<file path="src/rtl/esl_pkg.sv">
// Shared constants, FSM state encoding and LFSR tap selection for the ESL
// stream encoder and related stochastic-number blocks.
package esl_pkg;

  localparam int ESL_BIN_LEN    = 8;
  localparam int ESL_STREAM_LEN = (1 << ESL_BIN_LEN) - 1;

  typedef enum logic [0:0] {
    ST_IDLE   = 1'b0,
    ST_STREAM = 1'b1
  } esl_state_e;

  // Maximal-length Fibonacci tap masks; bit k-1 set for polynomial tap k.
  function automatic logic [15:0] lfsr_taps(input int width);
    logic [15:0] mask;
    mask = 16'h0000;
    case (width)
      4:       mask = 16'h000C;
      5:       mask = 16'h0014;
      6:       mask = 16'h0030;
      7:       mask = 16'h0060;
      8:       mask = 16'h00B8;
      9:       mask = 16'h0110;
      10:      mask = 16'h0240;
      11:      mask = 16'h0500;
      12:      mask = 16'h0829;
      13:      mask = 16'h100D;
      14:      mask = 16'h2015;
      15:      mask = 16'h6000;
      16:      mask = 16'hD008;
      default: mask = 16'h0000;
    endcase
    return mask;
  endfunction

endpackage

</file>
<file path="src/rtl/esl_lfsr.sv">
// Maximal-length Fibonacci LFSR with synchronous seed load and step enable.
// A nonzero seed keeps the register out of the all-zero lock-up state.
module esl_lfsr
  import esl_pkg::*;
#(
  parameter int                 WIDTH       = ESL_BIN_LEN,
  parameter logic [WIDTH-1:0]   RESET_VALUE = WIDTH'(1)
) (
  input  logic             clock,
  input  logic             reset,
  input  logic             load,
  input  logic             step,
  input  logic [WIDTH-1:0] seed,
  output logic [WIDTH-1:0] value
);

  localparam logic [WIDTH-1:0] TAPS = WIDTH'(lfsr_taps(WIDTH));

  logic feedback;

  assign feedback = ^(value & TAPS);

  // Load has priority over step so a window restart always begins at the seed.
  always_ff @(posedge clock or negedge reset) begin
    if (!reset) begin
      value <= RESET_VALUE;
    end else if (load) begin
      value <= seed;
    end else if (step) begin
      value <= {value[WIDTH-2:0], feedback};
    end
  end

endmodule

</file>
<file path="src/rtl/esl_stream_encoder.sv">
// Converts one offset-binary bipolar operand per window into an ESL (x, y)
// bitstream of STREAM_LEN live cycles for the processing element.
//
//   state  | meaning
//   IDLE   | no window running; ready for an operand once out of reset
//   STREAM | window in progress; live on every non-stalled cycle
module esl_stream_encoder
  import esl_pkg::*;
#(
  parameter int                   BIN_LEN    = ESL_BIN_LEN,
  parameter int                   STREAM_LEN = (1 << BIN_LEN) - 1,
  parameter logic [BIN_LEN-1:0]   LFSR_SEED  = BIN_LEN'(1)
) (
  input  logic               clock,
  input  logic               reset,
  input  logic               in_valid,
  output logic               in_ready,
  input  logic [BIN_LEN-1:0] in_val,
  input  logic               stall,
  output logic               pe_enable,
  output logic               stream_x,
  output logic               stream_y,
  output logic               window_first,
  output logic               window_last,
  output logic               window_done
);

  localparam int CNT_W = (STREAM_LEN > 1) ? $clog2(STREAM_LEN) : 1;

  localparam logic [0:0]       IDLE     = ST_IDLE;
  localparam logic [0:0]       STREAM   = ST_STREAM;
  localparam logic [CNT_W-1:0] CNT_LAST = CNT_W'(STREAM_LEN - 1);

  logic [0:0]         state;
  logic [BIN_LEN-1:0] op_reg;
  logic [CNT_W-1:0]   cnt;
  logic [BIN_LEN-1:0] lfsr_val;
  logic               rdy_en;
  logic               live;
  logic               last;
  logic               hs;

  assign live         = (state == STREAM) && !stall;
  assign last         = live && (cnt == CNT_LAST);
  assign window_first = live && (cnt == '0);
  assign window_last  = last;

  // in_ready stays low while reset is held and until the first edge after it.
  assign in_ready = (state == IDLE) ? rdy_en : last;
  assign hs       = in_valid && in_ready;

  assign pe_enable = live;
  assign stream_y  = live;
  assign stream_x  = live && (lfsr_val <= op_reg);

  esl_lfsr #(
    .WIDTH       (BIN_LEN),
    .RESET_VALUE (LFSR_SEED)
  ) u_lfsr (
    .clock (clock),
    .reset (reset),
    .load  (hs),
    .step  (live && !hs),
    .seed  (LFSR_SEED),
    .value (lfsr_val)
  );

  // Marks the first clock edge after reset release.
  always_ff @(posedge clock or negedge reset) begin
    if (!reset) begin
      rdy_en <= 1'b0;
    end else begin
      rdy_en <= 1'b1;
    end
  end

  // Window FSM: a handshake (re)starts a window, the last live cycle ends it.
  always_ff @(posedge clock or negedge reset) begin
    if (!reset) begin
      state  <= IDLE;
      op_reg <= '0;
      cnt    <= '0;
    end else if (hs) begin
      state  <= STREAM;
      op_reg <= in_val;
      cnt    <= '0;
    end else if (live) begin
      if (last) begin
        state <= IDLE;
      end else begin
        cnt <= cnt + 1'b1;
      end
    end
  end

  // One-cycle strobe following the last live cycle, regardless of later stall.
  always_ff @(posedge clock or negedge reset) begin
    if (!reset) begin
      window_done <= 1'b0;
    end else begin
      window_done <= last;
    end
  end

endmodule

</file>
<file path="config.mk">
export PLATFORM = sky130hd
export DESIGN_NAME = esl_stream_encoder
export DESIGN_NICKNAME = d
export VERILOG_FILES = /design/src/rtl/esl_pkg.sv /design/src/rtl/esl_lfsr.sv /design/src/rtl/esl_stream_encoder.sv
export SDC_FILE = /design/constraint.sdc
export NUM_CORES = 1
export LEC_CHECK = 0
export ABC_AREA = 1
export CORE_ASPECT_RATIO = 1.5
export CORE_MARGIN = 3
export CORE_UTILIZATION = 49
export DETAILED_ROUTE_END_ITERATION = 6
export PLACE_DENSITY = 0.73
export SYNTH_ARGS = -nofsm -noshare
export SYNTH_HDL_FRONTEND = slang
export SYNTH_SLANG_ARGS = --single-unit
</file>
<file path="constraint.sdc">
create_clock -name clock -period 1.5 [get_ports clock]
set_clock_uncertainty 0.2 [all_clocks]
set_input_delay 0.15 -clock clock [delete_from_list [all_inputs] [get_ports clock]]
set_output_delay 0.15 -clock clock [all_outputs]
set_load 0.01 [all_outputs]
</file>
# [After elaboration in Yosys (flattened, before gate mapping)]
# Cells that the tools add are included.
[classes] add_sub_neg=1 n_lt_le_gt_ge=1 n_eq_ne=2 mux=9 n_reduce_logical=15
[op_table] cell="$mux W8" count=5
[op_table] cell="$add A8 B1 Y8 const B" count=1
[op_table] cell="$eq A8 B8 Y1 const B" count=1
[op_table] cell="$le A8 B8 Y1" count=1
[op_table] cell="$logic_not A8 Y1" count=1
[op_table] cell="$reduce_xor A8 Y1" count=1
[op_table] cell="$logic_and A1 B1 Y1" count=6
[op_table] cell="$reduce_bool A2 Y1" count=3
[op_table] cell="$mux W1" count=4
[op_table] cell="$reduce_and A2 Y1" count=2
[op_table] cell="$logic_not A1 Y1" count=2
[op_table] cell="$ne A2 B1 Y1 const B" count=1
[totals] ff_bits=27 input_bits=12 elab_cells=34

# [Longest topological paths before layout]
# Gate-level depths: netlist of the first run.
[logic_depth] word_depth=9 depth_mapped=10 ltp_nobuf=10

# [Cells and area by module]
# Synthesis of the first run repeated with hierarchy kept, for this count alone.
[unflattened] cells_unflattened=218 area_unflattened_um2=1630.3
[modules_own_cells] mod="esl_stream_encoder" n_inst=1 cells_per_inst=162 area_each_um2=1204.9
[modules_own_cells] mod="esl_lfsr" n_inst=1 cells_per_inst=56 area_each_um2=425.4

# [Worst setup path after synthesis of the first run]
# Ideal clock, no wire load.
[synth_path] path_type="reg-to-reg" from="register cnt[0]" to="register cnt[6]" t_arrival_ps=1365 t_required_ps=1180 slack_ps=-185 path_stages_with_launch=10 n_path_buf=0 cell_sequence="dfrtp_1 inv_1 ha_1 inv_1 nor2_2 nand3_2 nand2_1 nand2_1 o21ai_0 nor2_1"
[synth_via] elab_chain_len=6
[synth_lines] item="start: declaration" line_no="esl_stream_encoder.sv:36" rtl="logic [CNT_W-1:0] cnt;"
[synth_lines] item="start signal: assignment" line_no="esl_stream_encoder.sv:91" rtl="cnt <= cnt + 1'b1;"
[synth_lines] item="$eq A8 B8 Y1 *" line_no="esl_stream_encoder.sv:44" rtl="assign last = live && (cnt == CNT_LAST);"
[synth_lines] item="$logic_and A1 B1 Y1 *" line_no="esl_stream_encoder.sv:44"
[synth_lines] item="$mux W1 *" line_no="esl_stream_encoder.sv:49" rtl="assign in_ready = (state == IDLE) ? rdy_en : last;"
[synth_lines] item="net in_ready" line_no="esl_stream_encoder.sv:17" rtl="output logic in_ready,"
[synth_lines] item="$logic_and A1 B1 Y1 *" line_no="esl_stream_encoder.sv:50" rtl="assign hs = in_valid && in_ready;"
[synth_lines] item="$ne A2 B1 Y1 (no line) / $reduce_bool A2 Y1 (equally long branches)"
[synth_lines] item="$reduce_and A2 Y1 (no line)"
# The timed path passes the listed nets; every way through them passes the cells marked *. The select of a mux whose other input is x is not followed.
# A chain may end at the register's enable or synchronous reset.

# [Final worst setup path of the first run]
[layout_path] from="register u_lfsr.value[0]" to="output stream_x"
[layout_via] elab_chain_len=2
[layout_lines] item="start: declaration" line_no="esl_lfsr.sv:14" rtl="output logic [WIDTH-1:0] value"
[layout_lines] item="start signal: assignment" line_no="esl_lfsr.sv:30" rtl="value <= {value[WIDTH-2:0], feedback};"
[layout_lines] item="$le A8 B8 Y1" line_no="esl_stream_encoder.sv:54" rtl="assign stream_x = live && (lfsr_val <= op_reg);"
[layout_lines] item="$logic_and A1 B1 Y1" line_no="esl_stream_encoder.sv:54"
[layout_lines] item="end: declaration" line_no="esl_stream_encoder.sv:21" rtl="output logic stream_x,"
# No other way between the ends.

==> out/qor.tcl, run 1 <==
set qor(outcome) {finished with violations}
set qor(failed_checks) {negative setup slack}
set qor(share_clk_of_total_power) 0.144
set qor(stdcell_count) 313
set qor(design.final.nets) 298
set qor(antennaDiodeCount) 0
set qor(cts-root-buf) {sky130_fd_sc_hd__clkbuf_8}
set qor(first_global_vias) 1698
set qor(finalHoldViolations) 0
set qor(tritoncts.num_buffers) 3
set qor(worst_setup_path_startpoint) {u_lfsr.value[0]$_DFFE_PN1P_}
set qor(place.detailed.instances) 287
set qor(finalWirelength_mm) 5.562
set qor(grt_setup_unrepaired) {yes}
set qor(detailed_place_hpwl_mm) 2.724
set qor(remaining_drc_errors) 0
set qor(ctsHoldBuffers) 0
set qor(final.period_utilization) 1.332
set qor(switching_share) 0.3855
set qor(power.sequential.fraction) 0.357
set qor(vdd_ir_drop_max_mv) 0.8576
set qor(routed_via_density) 5.316
set qor(async_reset_ff_frac) 1.000
set qor(netlist_instances) 198
set qor(synthMostInstantiatedCell) {sky130_fd_sc_hd__nand2_1}
set qor(route.antenna.remaining_nets) 0
set qor(startpoint_of_the_most_critical_register_to_register_path) {cnt[0]$_DFFE_PN0P_}
set qor(num_vias) 1664
set qor(drt-wirelength-per-cell_um) 17.77
set qor(synthesis.area_per_instance_um2) 7.975
set qor(synth.largest_area_cell) {sky130_fd_sc_hd__dfrtp_1}
set qor(synth.yosys.seq_area_share) 0.4287
set qor(ys_dominant_reg_cell) {sky130_fd_sc_hd__dfrtp_1}
set qor(number_of_register_bits_inferred_by_synthesis) 27
set qor(synth.net_count) 221
set qor(fin_crit_ps) 1999
set qor(slew_violations) 0
set qor(gpl.final_weighted_congestion) 0.8904
set qor(max_clock_freq_mhz) 500.3
set qor(globalRouteOverflowTotal) 0
set qor(grt_first_pass_wirelength_mm) 7.948
set qor(detail_route.iter0.violations) 74
set qor(die-height_um) 75.53
set qor(synth_top_area_frac) 0.4120
set qor(setup_viol) 31
set qor(synth_commonest_cells) {63 x sky130_fd_sc_hd__nand2_1, 29 x sky130_fd_sc_hd__inv_1, 26 x sky130_fd_sc_hd__dfrtp_1}
set qor(cts_buffer_depth) 2
set qor(start_kind) {flop}
set qor(coreArea_mm2) 0.003003
set qor(max_cap_violation_count) 0
set qor(clock_insertion_delay_worst_skew_ps) 280
set qor(power_density_mw_per_mm2) 1135
set qor(criticalPathCategory) {flop to primary output}
set qor(timing.critical_path.arrival_ps) 1650
set qor(power_leakage_nw) 1.288
set qor(p_int_mw) 1.861
set qor(first_pass_iteration_count_of_the_detailed_router) 4
set qor(number_of_antenna_violations_at_the_first_check_in_global_routing) 0
set qor(die_area_mm2) 0.003954
set qor(floorplan.rows) 24
set qor(grt.total_usage) 0.2788
set qor(power.net_switching_mw) 1.168
set qor(crit_path_max_fanout) 2
set qor(pwr-share-comb) 0.499
set qor(total_number_of_h_tree_levels) 1
set qor(cts.reportedPaths.clkPinSlew_ps) 100
set qor(initial_core_util) 0.5258
set qor(io_pins) 19
set qor(drive_above_1_share) 0.5109
set qor(postLayoutSetupSlackWorst_ps) -498.7
set qor(yosysUniqueCellTypes) 29
set qor(cts.sink_count) 27
set qor(synth-edff-count) 0
set qor(post_synth_main_area_contributors) {sky130_fd_sc_hd__dfrtp_1 41%, sky130_fd_sc_hd__nand2_1 15%, sky130_fd_sc_hd__ha_1 8.7%}
set qor(critical_path.endpoint_type) {primary output}
set qor(synth_area_mm2) 0.001579
set qor(syn2layout_area_growth_pct) 69.02
set qor(synth_warnings) 0
set qor(tritoncts) {built}
set qor(layout.core_utilization) 0.8888
set qor(die_x_um) 52.35
set qor(io_buffer_count) 18
set qor(hold_class) {input pin to async pin}
set qor(pin_count_of_the_biggest_net_entering_global_routing) 28
set qor(nFillCells) 140
set qor(cp_data_required_time_ps) 1150
-- layer usage --
metal,GRT usage,routed length (um),part of all wire,vias up
li1,-,-,-,781
met1,0.2782,2041,0.37,803
met2,0.5622,3033,0.55,57
met3,0.03131,212,0.038,23
met4,0.1136,274,0.049,0
met5,0,0,0,-
-- worst max-delay path: stages, from the launching register on --
cell	delay (ps)
sky130_fd_sc_hd__dfstp_2	550
sky130_fd_sc_hd__inv_2	50
sky130_fd_sc_hd__ha_4	150
sky130_fd_sc_hd__inv_2	40
sky130_fd_sc_hd__nand2_2	50
sky130_fd_sc_hd__nand2_2	70
sky130_fd_sc_hd__nand2_1	50
sky130_fd_sc_hd__nand2_1	70
sky130_fd_sc_hd__nand2_1	70
sky130_fd_sc_hd__nand2_1	80
sky130_fd_sc_hd__a21oi_2	50
sky130_fd_sc_hd__buf_2	130
-- logic make-up (layout without fill, tap and decap cells) --
group           Yosys count  count (layout)  share of synthesized area
compound gates           28              29                     0.1133
fa+ha+maj                11              11                    0.08716
flops                    27              27                     0.4287
xor+xnor                  3               3                    0.01664
other cells               1               1                   0.002375
simple gates             94              94                     0.2583
buf+inv                  34             109                    0.09350
-- metrics by stage --
stage	instance area [um2]	hold WS [ps]	setup TNS [ps]	setup slack, ps	power (mW)
CTS	2480	31.30	-7584	-430.0	2.665
global route	2669	24.52	-9561	-535.2	3.209
detailed placement	2093	315.2	-12170	-543.1	2.110
finish	2669	18.75	-8022	-498.7	3.029
global placement	2093	305.2	-11620	-511.5	2.047
floorplan	1604	-345.6	-739.1	-53.91	1.582
-- worst paths after layout --
kind / endpoint / slack, ps / depth (start not counted)
max: stream_x / -500 / 11
min: op_reg[6]$_DFFE_PN0P_ / 20 / 2
max reg2reg: op_reg[0]$_DFFE_PN0P_ / -360 / 11
min reg2reg: u_lfsr.value[1]$_DFFE_PN0P_ / 350 / 2
max in group asynchronous: u_lfsr.value[0]$_DFFE_PN1P_ / 850 / 2
min in group clock: op_reg[4]$_DFFE_PN0P_ / 220 / 3
-- placed cells by master, fill, tap and decap left out, types with 2 or more instances in the layout --
master                            netlist  layout
sky130_fd_sc_hd__nand2_2                1      12
sky130_fd_sc_hd__nor2_1                11       9
sky130_fd_sc_hd__nand3_2                1       3
sky130_fd_sc_hd__inv_1                 29      17
sky130_fd_sc_hd__nand3_1                8       6
sky130_fd_sc_hd__buf_12                 0       3
sky130_fd_sc_hd__o21ai_1                0       2
sky130_fd_sc_hd__clkdlybuf4s50_1        0      11
sky130_fd_sc_hd__clkbuf_8               0       3
sky130_fd_sc_hd__nor2_4                 0       2
sky130_fd_sc_hd__nor3_1                 3       3
sky130_fd_sc_hd__buf_4                  1      37
sky130_fd_sc_hd__nand2_4                0       5
sky130_fd_sc_hd__nand4_1                3       3
sky130_fd_sc_hd__ha_4                   0       9
sky130_fd_sc_hd__buf_2                  1       3
sky130_fd_sc_hd__buf_6                  2      20
sky130_fd_sc_hd__dfrtp_1               26      25
sky130_fd_sc_hd__a21oi_4                2       5
sky130_fd_sc_hd__ha_1                  11       2
sky130_fd_sc_hd__xor2_1                 2       2
sky130_fd_sc_hd__o21ai_2                2       7
sky130_fd_sc_hd__nand2_1               63      46
sky130_fd_sc_hd__inv_2                  1      13
sky130_fd_sc_hd__a21oi_2                0      10
-- timing repair --
item / 4_1_cts / 5_1_grt
endpoints found under the setup margin: 31 / 31
cloned: 4 / 0
pin swaps: 21 / 20
buffers inserted: 14 / 11
resized for setup: 76 / 49
-- power groups by stage --
stage               clock (mW)  sequential, mW  combinational (mW)
global placement             0            1.03                1.01
global route             0.464            1.10                1.64
floorplan                    0            1.06               0.527
CTS                      0.437            1.04                1.19
finish                   0.437            1.08                1.51
detailed placement           0            1.04                1.07
-- layout make-up --
class                   count  area, um2  share of cell area
multi-input cells         138       1086              0.4069
clock buffers               3      41.29             0.01547
well taps                  39      48.80             0.01828
clock inverters             1      5.005            0.001875
inverters                  30      112.6             0.04219
repair buffers             75      696.9              0.2611
flip-flops and latches     27      678.2              0.2541
Power figures use the tool's default switching activity.
==> run 2, diff against run 1 <==
Settings changed: CTS_BUF_LIST from default to sky130_fd_sc_hd__clkbuf_16, SETUP_SLACK_MARGIN from default to 0.2.
==> out/qor.tcl, run 2 (same netlist as run 1, synthesis figures left out) <==
set qor(io_pins) 19
set qor(postLayoutSetupSlackWorst_ps) -771.9
set qor(criticalPathCategory) {flop to primary output}
set qor(num_vias) 2036
set qor(groute.layer.met3.usage) 0.06262
set qor(critical_path.endpoint_type) {primary output}
set qor(cts_buffer_depth) 2
set qor(reg2reg_slack_ps) -560
set qor(hold_class) {input pin to async pin}
set qor(power_density_mw_per_mm2) 1260
set qor(pwr-share-comb) 0.515
set qor(number_of_antenna_violations_at_the_first_check_in_global_routing) 0
set qor(die-height_um) 75.53
set qor(max_cap_violation_count) 0
set qor(initial_core_util) 0.5258
set qor(floorplan.rows) 24
set qor(tritoncts.num_buffers) 3
set qor(antennaDiodeCount) 0
set qor(cp_cell_sequence) {ha_1 -> nand2_1 -> nand2_1 -> nand2_1 -> nand2_1 -> nand2_2 -> nand2_2 -> a21oi_2 -> buf_2}
set qor(globalRouteOverflowTotal) 0
set qor(switching_share) 0.4181
set qor(route.antenna.remaining_nets) 0
set qor(p_int_mw) 2.103
set qor(io_buffer_count) 18
set qor(power.net_switching_mw) 1.511
set qor(design.final.nets) 305
set qor(hold_ws_ps) 69.47
set qor(r2r-end) {op_reg[1]$_DFFE_PN0P_}
set qor(power_leakage_nw) 1.394
set qor(first_pass_iteration_count_of_the_detailed_router) 6
set qor(startpoint_of_the_most_critical_register_to_register_path) {cnt[2]$_DFFE_PN0P_}
set qor(setup_viol) 29
set qor(grtUsageMet2) 0.6133
set qor(grt_busiest_layer) {met2}
set qor(cts.sink_count) 27
set qor(critical_path.max_stage_delay_ps) 400
set qor(finalWirelength_mm) 8.508
set qor(routed_via_density) 6.363
set qor(placed_cell_area_mm2) 0.002111
set qor(place.detailed.instances) 288
set qor(share_clk_of_total_power) 0.176
set qor(finalHoldViolations) 0
set qor(gpl.final_weighted_congestion) 0.8812
set qor(stdcell_count) 320
set qor(die_x_um) 52.35
set qor(start_kind) {flop}
set qor(cp_slowest_cell) {sky130_fd_sc_hd__dfrtp_1}
set qor(layout.core_utilization) 0.9550
set qor(cts-root-buf) {sky130_fd_sc_hd__clkbuf_16}
set qor(power.sequential.fraction) 0.308
set qor(slew_violations) 0
set qor(timing.critical_path.to) {stream_x}
set qor(final.setup.tns_ps) -12200
set qor(detail_route.iter0.violations) 221
set qor(die_area_mm2) 0.003954
set qor(grt.met1_usage) 0.2940
set qor(tritoncts) {built}
set qor(worst_setup_path_startpoint) {u_lfsr.value[1]$_DFFE_PN0P_}
set qor(fin_crit_ps) 2272
set qor(max_clock_freq_mhz) 440.2
set qor(total_number_of_h_tree_levels) 1
set qor(layout.cells.most_common) {sky130_fd_sc_hd__buf_4}
set qor(layout.cells.most_common_list) {44 x sky130_fd_sc_hd__buf_4, 40 x sky130_fd_sc_hd__nand2_1, 23 x sky130_fd_sc_hd__dfrtp_1}
set qor(cp_data_required_time_ps) 1150
set qor(remaining_drc_errors) 0
set qor(cts.reportedPaths.clkPinSlew_ps) 70
set qor(final.period_utilization) 1.515
set qor(grt.total_usage) 0.3279
set qor(outcome) {finished with violations}
set qor(reg2reg_depth) 10
set qor(clock_insertion_delay_worst_skew_ps) 270
set qor(pin_count_of_the_biggest_net_entering_global_routing) 28
set qor(grt_first_pass_wirelength_mm) 9.252
set qor(ctsHoldBuffers) 0
set qor(grt_setup_unrepaired) {yes}
set qor(most_used_cell_along_the_critical_path) {sky130_fd_sc_hd__nand2_1}
set qor(first_global_vias) 1959
set qor(drt-wirelength-per-cell_um) 26.59
set qor(failed_checks) {negative setup slack}
set qor(timing.critical_path.arrival_ps) 1920
set qor(drive_above_1_share) 0.5623
set qor(detailed_place_hpwl_mm) 2.828
set qor(vdd_ir_drop_max_mv) 1.395
set qor(crit_path_max_fanout) 2
set qor(coreArea_mm2) 0.003003
set qor(fin_area_mm2) 0.002868
set qor(syn2layout_area_growth_pct) 81.62
run 2: worst min-delay path by stage:
stage | slack [ps] | depth (start not counted) | from | endpoint
3_5_place_dp | 310 | 2 | op_reg[1]$_DFFE_PN0P_ | op_reg[1]$_DFFE_PN0P_
6_report | 70 | 2 | reset | state$_DFFE_PN0P_
4_1_cts | 60 | 2 | reset | op_reg[5]$_DFFE_PN0P_
2_1_floorplan | -350 | 0 | reset | cnt[0]$_DFFE_PN0P_
5_1_grt | 80 | 2 | reset | op_reg[4]$_DFFE_PN0P_
3_3_place_gp | 300 | 2 | u_lfsr.value[0]$_DFFE_PN1P_ | u_lfsr.value[1]$_DFFE_PN0P_
run 2: per-layer routing:
| metal | vias to the layer above | share of wire |
|---|---|---|
| li1 | 801 | - |
| met1 | 934 | 0.31 |
| met2 | 208 | 0.49 |
| met3 | 93 | 0.094 |
| met4 | 0 | 0.11 |
| met5 | - | 0 |
run 2: worst max-delay path: cells and delay by family (launching register included):
family	cells	cell delay (ps)
flip-flops	1	400
AND/OR/NAND/NOR	6	580
buffers and inverters	1	160
AO/OA/AOI/OAI	1	160
adder cells (fa/ha/maj)	1	350
run 2: metrics by stage:
step                setup WS, ps  power, mW
floorplan                 -53.12      1.584
global placement          -506.6      2.032
detailed placement        -560.9      2.095
CTS                       -382.0      2.933
global route              -785.5      3.745
finish                    -771.9      3.614
run 2: timing repair:
item                                   CTS  global route
pin swaps                               24            27
setup buffers                           15             9
cloned                                   4             0
resized for setup                       80            59
endpoints found under the hold margin    0             0
setup endpoints to repair               32            32
run 2: cell type report:
cell class | instances | area [um2]
Multi-Input combinational cell | 138 | 1149
Fill cell | 76 | 135.1
Clock buffer | 3 | 75.07
Clock inverter | 1 | 3.754
Tap cell | 39 | 48.80
Timing Repair Buffer | 82 | 798.3
Inverter | 30 | 112.6
Sequential cell | 27 | 680.7
run 2: power groups by stage:
| stage | combinational, mW | clock (mW) | sequential, mW |
|---|---|---|---|
| detailed placement | 1.05 | 0 | 1.05 |
| global placement | 0.991 | 0 | 1.04 |
| floorplan | 0.529 | 0 | 1.06 |
| CTS | 1.28 | 0.606 | 1.05 |
| finish | 1.86 | 0.638 | 1.11 |
| global route | 1.97 | 0.662 | 1.11 |
==> run 3, diff against run 2 <==
Settings changed: CORE_UTILIZATION 49 to 56, DONT_BUFFER_PORTS from default to 1.
==> out/qor.tcl, run 3 <==
set qor(synth-edff-count) 0
set qor(total_number_of_h_tree_levels) 1
set qor(cts-root-buf) {sky130_fd_sc_hd__clkbuf_16}
set qor(initial_core_util) 0.5900
set qor(synth.largest_area_cell) {sky130_fd_sc_hd__dfrtp_1}
set qor(worst_path_end_type) {primary output}
set qor(grt-worst-endpoint) {stream_x}
set qor(cts.sink_count) 27
set qor(synth_area_mm2) 0.001579
set qor(die_x_um) 49.36
set qor(io_buffer_count) 0
set qor(synth.yosys.seq_area_share) 0.4287
set qor(detailed_place_hpwl_mm) 2.661
set qor(io_pins) 19
set qor(synthMostInstantiatedCell) {sky130_fd_sc_hd__nand2_1}
set qor(number_of_antenna_violations_at_the_first_check_in_global_routing) 0
set qor(ys_dominant_reg_cell) {sky130_fd_sc_hd__dfrtp_1}
set qor(synth_warnings) 0
set qor(toolErrorMsg) {[ERROR DPL-0033] detailed placement checks failed during check placement.}
set qor(synthesis.area_per_instance_um2) 7.975
set qor(synth.net_count) 221
set qor(pin_count_of_the_biggest_net_entering_global_routing) 28
set qor(post_synth_main_area_contributors) {sky130_fd_sc_hd__dfrtp_1 41%, sky130_fd_sc_hd__nand2_1 15%, sky130_fd_sc_hd__ha_1 8.7%}
set qor(placed_cell_area_mm2) 0.001841
set qor(cts_buffer_depth) 2
set qor(synth_top_area_frac) 0.4120
set qor(async_reset_ff_frac) 1.000
set qor(die-height_um) 71.04
set qor(yosysUniqueCellTypes) 29
set qor(floorplan.rows) 23
set qor(netlist_instances) 198
set qor(number_of_register_bits_inferred_by_synthesis) 27
set qor(tritoncts.num_buffers) 3
set qor(failed_stage) {5_1_grt}
set qor(synth_commonest_cells) {63 x sky130_fd_sc_hd__nand2_1, 29 x sky130_fd_sc_hd__inv_1, 26 x sky130_fd_sc_hd__dfrtp_1}
set qor(gpl.final_weighted_congestion) 0.9074
set qor(outcome) {stopped before the end}
run 3: through the flow:
| stage | hold WS (ps) | utilization | std cells | worst slack [ps] |
|---|---|---|---|---|
| after floorplan | -345.6 | - | 198 | -53.12 |
| after global placement | -345.0 | 0.6877 | 258 | -80.30 |
| after detailed placement | -344.9 | 0.6877 | 258 | -164.4 |
| after CTS | -100.4 | 0.8766 | 285 | -337.5 |
run 3: kinds of logic after synthesis:
kind of cell,after synthesis,share of synthesized area
buffers and inverters,34,0.09350
AO/OA/AOI/OAI,28,0.1133
other,1,0.002375
adder cells (fa/ha/maj),11,0.08716
XOR/XNOR,3,0.01664
AND/OR/NAND/NOR,94,0.2583
flip-flops,27,0.4287
run 3: timing repair:
item                                   CTS
pin swaps                               15
gates resized for setup                 44
endpoints found under the hold margin   43
setup buffers                            9
hold buffers                            11
cloned                                   3
setup endpoints to repair               32
==> run 4, diff against run 3 <==
Settings changed: CORE_ASPECT_RATIO 1.5 to default, CORE_UTILIZATION 56 to 40, CTS_BUF_LIST sky130_fd_sc_hd__clkbuf_16 to default, PLACE_DENSITY 0.73 to default, PLACE_DENSITY_LB_ADDON from default to 0.15, SETUP_SLACK_MARGIN 0.2 to default.
Clock period 1.5 ns to 2 ns, I/O delays scaled along.
==> out/qor.tcl, run 4 (same netlist as run 1, synthesis figures left out) <==
set qor(outcome) {finished clean}
set qor(first_global_vias) 1234
set qor(max_clock_freq_mhz) 525.7
set qor(path_depth) 7
set qor(cts_buffer_depth) 2
set qor(start_kind) {flop}
set qor(vdd_ir_drop_max_mv) 0.4252
set qor(finalHoldViolations) 0
set qor(grt.total_usage) 0.1516
set qor(die-height_um) 68.83
set qor(remaining_drc_errors) 0
set qor(power.sequential.fraction) 0.467
set qor(io_pins) 19
set qor(whs_path_depth) 3
set qor(criticalPathCategory) {flop to primary output}
set qor(layout.cells.most_common_list) {63 x sky130_fd_sc_hd__nand2_1, 27 x sky130_fd_sc_hd__inv_1, 26 x sky130_fd_sc_hd__dfrtp_1}
set qor(reg2reg_depth) 9
set qor(hold_ws_ps) 13.89
set qor(initial_core_util) 0.4218
set qor(most_used_cell_along_the_critical_path) {sky130_fd_sc_hd__inv_1}
set qor(postLayoutSetupSlackWorst_ps) 97.79
set qor(critical_path.max_stage_delay_ps) 390
set qor(routed_via_density) 4.838
set qor(worst-path-buf-inv) 3
set qor(hold_class) {input pin to flop}
set qor(place.detailed.instances) 245
set qor(slew_violations) 0
set qor(number_of_antenna_violations_at_the_first_check_in_global_routing) 0
set qor(stdcell_count) 272
set qor(tritoncts) {built}
set qor(critical_path.endpoint_type) {primary output}
set qor(pwr-share-comb) 0.353
set qor(pin_count_of_the_biggest_net_entering_global_routing) 28
set qor(cts.reportedPaths.clkPinSlew_ps) 90
set qor(globalRouteOverflowTotal) 0
set qor(num_vias) 1316
set qor(tritoncts.num_buffers) 3
set qor(detail_route.iter0.violations) 59
set qor(route.antenna.remaining_nets) 0
set qor(detailed_place_hpwl_mm) 2.231
set qor(max_cap_violation_count) 0
set qor(share_clk_of_total_power) 0.179
set qor(io_buffer_count) 0
set qor(fin_crit_ps) 1902
set qor(cp_data_required_time_ps) 1600
set qor(drt-wirelength-per-cell_um) 12.18
set qor(power.net_switching_uw) 631.4
set qor(finalWirelength_mm) 3.314
set qor(design.final.nets) 248
set qor(clock_insertion_delay_worst_skew_ps) 270
set qor(die_x_um) 68.83
set qor(antennaDiodeCount) 0
set qor(cp_cell_sequence) {inv_1 -> ha_2 -> inv_1 -> nor2_2 -> nand3_2 -> nand2_1 -> buf_4}
set qor(power_density_mw_per_mm2) 879.3
set qor(coreArea_mm2) 0.003744
set qor(gpl.final_weighted_congestion) 0.8446
set qor(floorplan.rows) 22
set qor(cp_slowest_cell) {sky130_fd_sc_hd__dfrtp_1}
set qor(switching_share) 0.3623
set qor(final.period_utilization) 0.9511
set qor(crit_path_max_fanout) 4
set qor(nFillCells) 354
set qor(syn2layout_area_growth_pct) 25.52
set qor(cts-root-buf) {sky130_fd_sc_hd__clkbuf_8}
set qor(place_worst_setup_slack_ps) 177.2
set qor(drive_above_1_share) 0.1607
set qor(cts.sink_count) 27
set qor(total_number_of_h_tree_levels) 1
set qor(setup_viol) 0
set qor(layout.cells.most_common) {sky130_fd_sc_hd__nand2_1}
set qor(grt_first_pass_wirelength_mm) 5.347
set qor(die_area_mm2) 0.004738
set qor(first_pass_iteration_count_of_the_detailed_router) 4
set qor(worst_path_dominant_cell_family) {flip-flops}
set qor(power_leakage_nw) 0.9720
set qor(timing.critical_path.arrival_ps) 1500
set qor(p_int_mw) 1.111
## run 4: cell type report
| type | count | area, um2 | area share |
|---|---|---|---|
| clock buffer | 3 | 41.29 | 0.02083 |
| clock inverter | 1 | 5.005 | 0.002525 |
| inverter | 30 | 112.6 | 0.05682 |
| multi-input combinational | 137 | 823.3 | 0.4154 |
| sequential | 27 | 676.9 | 0.3415 |
| tap | 48 | 60.06 | 0.03030 |
| timing repair buffer | 26 | 262.8 | 0.1326 |
## run 4: per-stage QoR
step / util / power [mW] / TNS, ps / instance area, um2
after floorplan: - / 1.168 / 0 / 1579
after global placement: 0.4378 / 1.258 / 0 / 1639
after detailed placement: 0.4378 / 1.276 / 0 / 1639
after CTS: 0.4993 / 1.651 / 0 / 1869
after global routing: 0.5294 / 1.910 / -15.82 / 1982
final: 0.5294 / 1.743 / 0 / 1982
## run 4: what timing repair did
action                                 4_1_cts  5_1_grt
gates cloned                                 0        0
setup endpoints to repair                    1       13
setup buffers                                0        6
endpoints found under the hold margin       44        0
gates resized for setup                      1       12
hold buffers                                17        0
pin swaps                                    0        1
## run 4: per-layer routing
layer	global-route usage	wire [um]	vias up
met5	0	0	-
met4	0.06569	54	0
met3	0.02755	93	4
met2	0.2718	1726	17
met1	0.1749	1439	619
li1	-	-	676
## run 4: worst paths after layout
kind / start / to / slack (ps)
max: cnt[0]$_DFFE_PN0P_ / in_ready / 100
min: stall / window_done$_DFF_PN0_ / 10
max reg2reg: cnt[0]$_DFFE_PN0P_ / cnt[6]$_DFFE_PN0P_ / 220
min reg2reg: op_reg[0]$_DFFE_PN0P_ / op_reg[0]$_DFFE_PN0P_ / 320
max in group asynchronous: reset / u_lfsr.value[0]$_DFFE_PN1P_ / 1210
min in group asynchronous: reset / u_lfsr.value[7]$_DFFE_PN0P_ / 160
## run 4: worst reg2reg max path: stages, from the launching register on
cell                      delay [ps]
sky130_fd_sc_hd__dfrtp_1         390
sky130_fd_sc_hd__inv_1           100
sky130_fd_sc_hd__ha_2            220
sky130_fd_sc_hd__inv_1            50
sky130_fd_sc_hd__nor2_2          110
sky130_fd_sc_hd__nand3_2         130
sky130_fd_sc_hd__nand2_1         110
sky130_fd_sc_hd__nand2_1         180
sky130_fd_sc_hd__o21ai_0         140
sky130_fd_sc_hd__nor2_1           50
## run 4: power groups by stage
stage | Combinational, mW | Clock (mW) | Sequential [mW]
6_report | 0.616 | 0.312 | 0.815
5_1_grt | 0.721 | 0.352 | 0.836
4_1_cts | 0.514 | 0.322 | 0.815
3_5_place_dp | 0.450 | 0 | 0.826
3_3_place_gp | 0.438 | 0 | 0.821
2_1_floorplan | 0.382 | 0 | 0.786
==> edit 1: new RTL, flow settings as in run 2 <==
Change the package constant `ESL_BIN_LEN` from 8 to 9.
--- a/src/rtl/esl_pkg.sv
+++ b/src/rtl/esl_pkg.sv
@@ -3,5 +3,5 @@
 package esl_pkg;
 
-  localparam int ESL_BIN_LEN    = 8;
+  localparam int ESL_BIN_LEN    = 9;
   localparam int ESL_STREAM_LEN = (1 << ESL_BIN_LEN) - 1;
 
Interface: changed (resized in_val); port bits go from 19 to 20. No check against the original RTL was run, so the function may have changed too.
==> edit 1 against run 2 <==
The run still ends with setup timing left; count of clock-buffer cells in the layout rose by 2; non-clock buffer count fell by 5; via count down 12%; total power is 11% lower; final area is the same; sequential cell count up 3; fmax increased by 12%; area after synthesis rose by 11%; hold slack got worse by 0.021 ns; routed wire length fell by 34%; sequential power fell by 4%; core utilization fell by 8.2 points; combinational power shrank 34%; worst setup slack improved by 0.25 ns; critical endpoint unchanged; largest power group unchanged.
==> edit 1: results (changes against run 2) <==
grt_pass1_vias: 1847  # was 1959
gp_congestion: 0.804  # was 0.881
r2r_start: "cnt[0]"  # was cnt[2]
grt_max_degree: 31  # was 28
met3WireLength_microns: 212  # was 798 microns
yosys.area_share.adder_pct: 8.59  # was 8.72%
status: "complete, but fails checks"  # unchanged
wl_met2_mm: 3.07  # was 4.18 mm
drive_above_1_share_pct: 43.1  # was 56.2%
nets: 328  # was 305
synth_nets: 246  # was 221
arrival_ns: 1.67  # was 1.92 ns
hold_slack_ns: 0.0484  # was 0.0695 ns
postLayoutSetupSlackWorst_ns: -0.523  # was -0.772 ns
clk_pin_slew_ns: 0.05  # was 0.07 ns
grtUsageMet3_pct: 6.57  # was 6.26%
grtUsageMet2_pct: 45.9  # was 61.3%
grtUsageMet1_pct: 27.5  # was 29.4%
seq_area_frac_synth_pct: 43.0  # was 42.9%
portBuffers: 19  # was 18
syn_area_per_cell_sq_um: 7.91  # was 7.97 sq um
crit_family: "flip-flops"  # was simple AND/OR/NAND/NOR gates
wl_met1_mm: 2.03  # was 2.62 mm
leakage_nw: 1.48  # was 1.39 nW
peakVddDrop_mv: 1.21  # was 1.40 mV
yosys-top-cells-count: "nand2_1, inv_1, dfrtp_1"  # unchanged
ys_types: 26  # was 29
vias_per_cell: 5.19  # was 6.36
post_drt_wl_per_cell_microns: 16.3  # was 26.6 microns
cts_max_level: 2  # was 1
grt_pass1_wl_mm: 8.33  # was 9.25 mm
setup_viol: 33  # was 29
failed_checks: "setup timing"  # unchanged
synth_xor_area_share_pct: 2.00  # was 1.66%
place_area_sq_um: 2280  # was 2110 sq um
synth_area_leaders: "dfrtp_1, nand2_1, ha_1"  # unchanged
synth_compound_area_share_pct: 8.02  # was 11.3%
r2r_cells: 12  # was 10
## edit 1: cell count changes in the layout (fill, tap and decap cells not counted), moves of 4 or more
| cell | delta |
|---|---|
| ha_4 | -4 |
| dfrtp_1 | +6 |
| inv_1 | +12 |
| o21ai_1 | +5 |
| nand2_1 | +22 |
| a21oi_4 | -4 |
| inv_2 | -10 |
| ha_1 | +4 |
## edit 1: report_power, final
part           internal, mW  switching (mW)  total (mW)  leakage [nW]
sequential            0.961           0.106        1.07         0.387
clock                 0.597           0.338       0.936        0.0724
combinational         0.590           0.633        1.22          1.02
total                  2.15            1.08        3.23          1.48
## edit 1: area by class of cell
| cell class | instances | area, sq um |
|---|---|---|
| multi-input cells | 154 | 1090 |
| flip-flops and latches | 30 | 752 |
| repair buffers | 77 | 678 |
| fillers | 156 | 417 |
| inverters | 33 | 136 |
| clock buffers | 5 | 125 |
| well taps | 40 | 50.0 |
| repair inverters | 2 | 27.5 |
| clock inverters | 3 | 12.5 |
## edit 1: timing repair
| item | 4_1_cts | 5_1_grt |
|---|---|---|
| hold buffers | 0 | 0 |
| setup buffers | 12 | 7 |
| cloned | 5 | 0 |
| resized for setup | 82 | 23 |
| pin swaps | 27 | 12 |
| endpoints found under the setup margin | 36 | 35 |
## edit 1: worst max-delay path by stage
| stage | from | endpoint | slack, ns | cells past startpoint |
|---|---|---|---|---|
| 3_5_place_dp | op_reg[8] | stream_x | -0.55 | 8 |
| 2_1_floorplan | cnt[0] | u_lfsr.value[1] | -0.06 | 10 |
| 5_1_grt | op_reg[2] | stream_x | -0.64 | 10 |
| 6_report | u_lfsr.value[6] | stream_x | -0.52 | 7 |
| 3_3_place_gp | op_reg[8] | stream_x | -0.54 | 8 |
| 4_1_cts | u_lfsr.value[6] | stream_x | -0.42 | 7 |
==> edit 2: new RTL, settings of run 2 <==
Without the edit above. Reset style: synchronous (`reset`), changed in 4 clocked blocks.
--- a/src/rtl/esl_lfsr.sv
+++ b/src/rtl/esl_lfsr.sv
@@ -22,5 +22,5 @@
 
   // Load has priority over step so a window restart always begins at the seed.
-  always_ff @(posedge clock or negedge reset) begin
+  always_ff @(posedge clock) begin
     if (!reset) begin
       value <= RESET_VALUE;
--- a/src/rtl/esl_stream_encoder.sv
+++ b/src/rtl/esl_stream_encoder.sv
@@ -67,5 +67,5 @@
 
   // Marks the first clock edge after reset release.
-  always_ff @(posedge clock or negedge reset) begin
+  always_ff @(posedge clock) begin
     if (!reset) begin
       rdy_en <= 1'b0;
@@ -76,5 +76,5 @@
 
   // Window FSM: a handshake (re)starts a window, the last live cycle ends it.
-  always_ff @(posedge clock or negedge reset) begin
+  always_ff @(posedge clock) begin
     if (!reset) begin
       state  <= IDLE;
@@ -95,5 +95,5 @@
 
   // One-cycle strobe following the last live cycle, regardless of later stall.
-  always_ff @(posedge clock or negedge reset) begin
+  always_ff @(posedge clock) begin
     if (!reset) begin
       window_done <= 1'b0;
Formal check against the unedited RTL: differs if reset is asserted again (counterexample within 4 cycles, from zero or initial values and one cycle with reset low); with reset held inactive, the same outputs for 10 cycles.
==> edit 2 against run 2 <==
The flow still finishes with violations (setup timing); final area is 8.7% lower; core utilization shrank 6.6 points; critical path depth is 1 lower; first-iteration DRC count decreased by 60%; worst setup slack better by 0.42 ns; area after synthesis shrank 2.6%; sequential cell count unchanged; routed wire length down 34%; critical path type unchanged; critical endpoint unchanged.
Power is not compared: it rests on default switching activity, and its combinational part moved more than twofold at a synthesized area within 25%.
==> edit 2: results (changes against run 2) <==
critPathSlowestCell: "dfxtp_2"  # was dfrtp_1
cts_resized: 86  # was 80
grt_pass1_vias: 1658  # was 1959
fillers: 135  # was 76
status: "complete, but fails checks"  # unchanged
r2r_cells: 10  # unchanged
postLayoutSetupSlackWorst_ns: -0.354  # was -0.772 ns
seq_area_frac_synth_pct: 35.2  # was 42.9%
failed_checks: "setup timing"  # unchanged
grt_util_all_layers_pct: 26.1  # was 32.8%
drtIter0Drc: 88  # was 221
wl_met1_mm: 1.95  # was 2.62 mm
internal_power_mw: 1.33
grt_pass1_wl_mm: 7.41  # was 9.25 mm
post-cts-setup-buffers: 8  # was 15
vias_per_cell: 5.57  # was 6.36
crit_family: "flip-flops"  # was simple AND/OR/NAND/NOR gates
met3WireLength_microns: 172  # was 798 microns
dr.pass1.iters: 4  # was 6
drive_above_1_share_pct: 56.7  # was 56.2%
grt_max_degree: 16  # was 28
place_area_sq_um: 2010  # was 2110 sq um
root_buffer: "clkbuf_16"  # unchanged
gp_congestion: 0.808  # was 0.881
final.setup.tns_ns: -6.99  # was -12.20 ns
totalWireLength_mm: 5.65  # was 8.51 mm
dp_hpwl_mm: 2.82  # was 2.83 mm
arrival_ns: 1.50  # was 1.92 ns
synthArstFlopShare_pct: 0  # was 100%
slowest_delay_ns: 0.33  # was 0.40 ns
clock_path_buffers: 2  # unchanged
synthFlopType: "dfxtp_1"  # was dfrtp_1
multi_input_area_sq_um: 1190  # was 1150 sq um
setup_viol: 31  # was 29
nets: 292  # was 305
pre_cts_ws_ns: -0.511  # was -0.561 ns
reg2reg_slack_ns: -0.31  # was -0.56 ns
clk_pin_slew_ns: 0.07  # about the same
wl_met2_mm: 3.24  # was 4.18 mm
ys_types: 27  # was 29
worstHoldPathType: "flip-flop to flip-flop"  # was input port to asynchronous set/reset pin
synth_nets: 229  # was 221
synth_area_leaders: "dfxtp_1, ha_1, nand2_1"  # was dfrtp_1, nand2_1, ha_1
yosys-top-cells-count: "nand2_1, nor2_1, inv_1"  # was nand2_1, inv_1, dfrtp_1
[edit 2: layout make-up]
cell class | count | share of cell area (%)
timing repair inverter | 1 | 0.287
timing repair buffer | 62 | 23.3
clock buffer | 3 | 2.87
multi-input combinational | 145 | 45.6
inverter | 29 | 4.54
clock inverter | 1 | 0.191
sequential | 27 | 21.4
tap | 39 | 1.86
[edit 2: per-layer routing]
layer  up-vias  global-route usage, %
met5         -                      0
li1        777                      -
met1       833                   23.4
met3        31                   2.77
met2        69                   54.1
met4         0                   14.3
[edit 2: cells by family after synthesis]
group / synth area share [%]
and+or+nand+nor: 29.9
buffers and inverters: 10.0
AOI/OAI and AO/OA: 12.5
DFF: 35.2
adders and majority gates: 8.95
xor gates and xnor gates: 3.42
[edit 2: path summary, 6_finish.rpt]
kind | from | endpoint
hold / removal | op_reg[4] | op_reg[4]
setup / recovery | op_reg[2] | stream_x
hold reg to reg | op_reg[4] | op_reg[4]
setup reg to reg | cnt[0] | u_lfsr.value[4]
[edit 2: power groups by stage]
| stage | logic, mW | registers (mW) | clock network, mW |
|---|---|---|---|
| 3_3_place_gp | 0.282 | 0.776 | 0 |
| 3_5_place_dp | 0.293 | 0.777 | 0 |
| 2_1_floorplan | 0.177 | 0.775 | 0 |
| 4_1_cts | 0.371 | 0.767 | 0.621 |
| 5_1_grt | 0.486 | 0.774 | 0.646 |
| 6_report | 0.454 | 0.773 | 0.614 |
[edit 2: stage by stage]
| step | total power, mW | hold WS (ns) | cells |
|---|---|---|---|
| 5_1_grt | 1.91 | 0.292 | 307 |
| 3_5_place_dp | 1.07 | 0.272 | 287 |
| 3_3_place_gp | 1.06 | 0.262 | 287 |
| 2_1_floorplan | 0.952 | -0.0223 | 206 |
| 6_report | 1.84 | 0.257 | 307 |
| 4_1_cts | 1.76 | 0.266 | 302 |
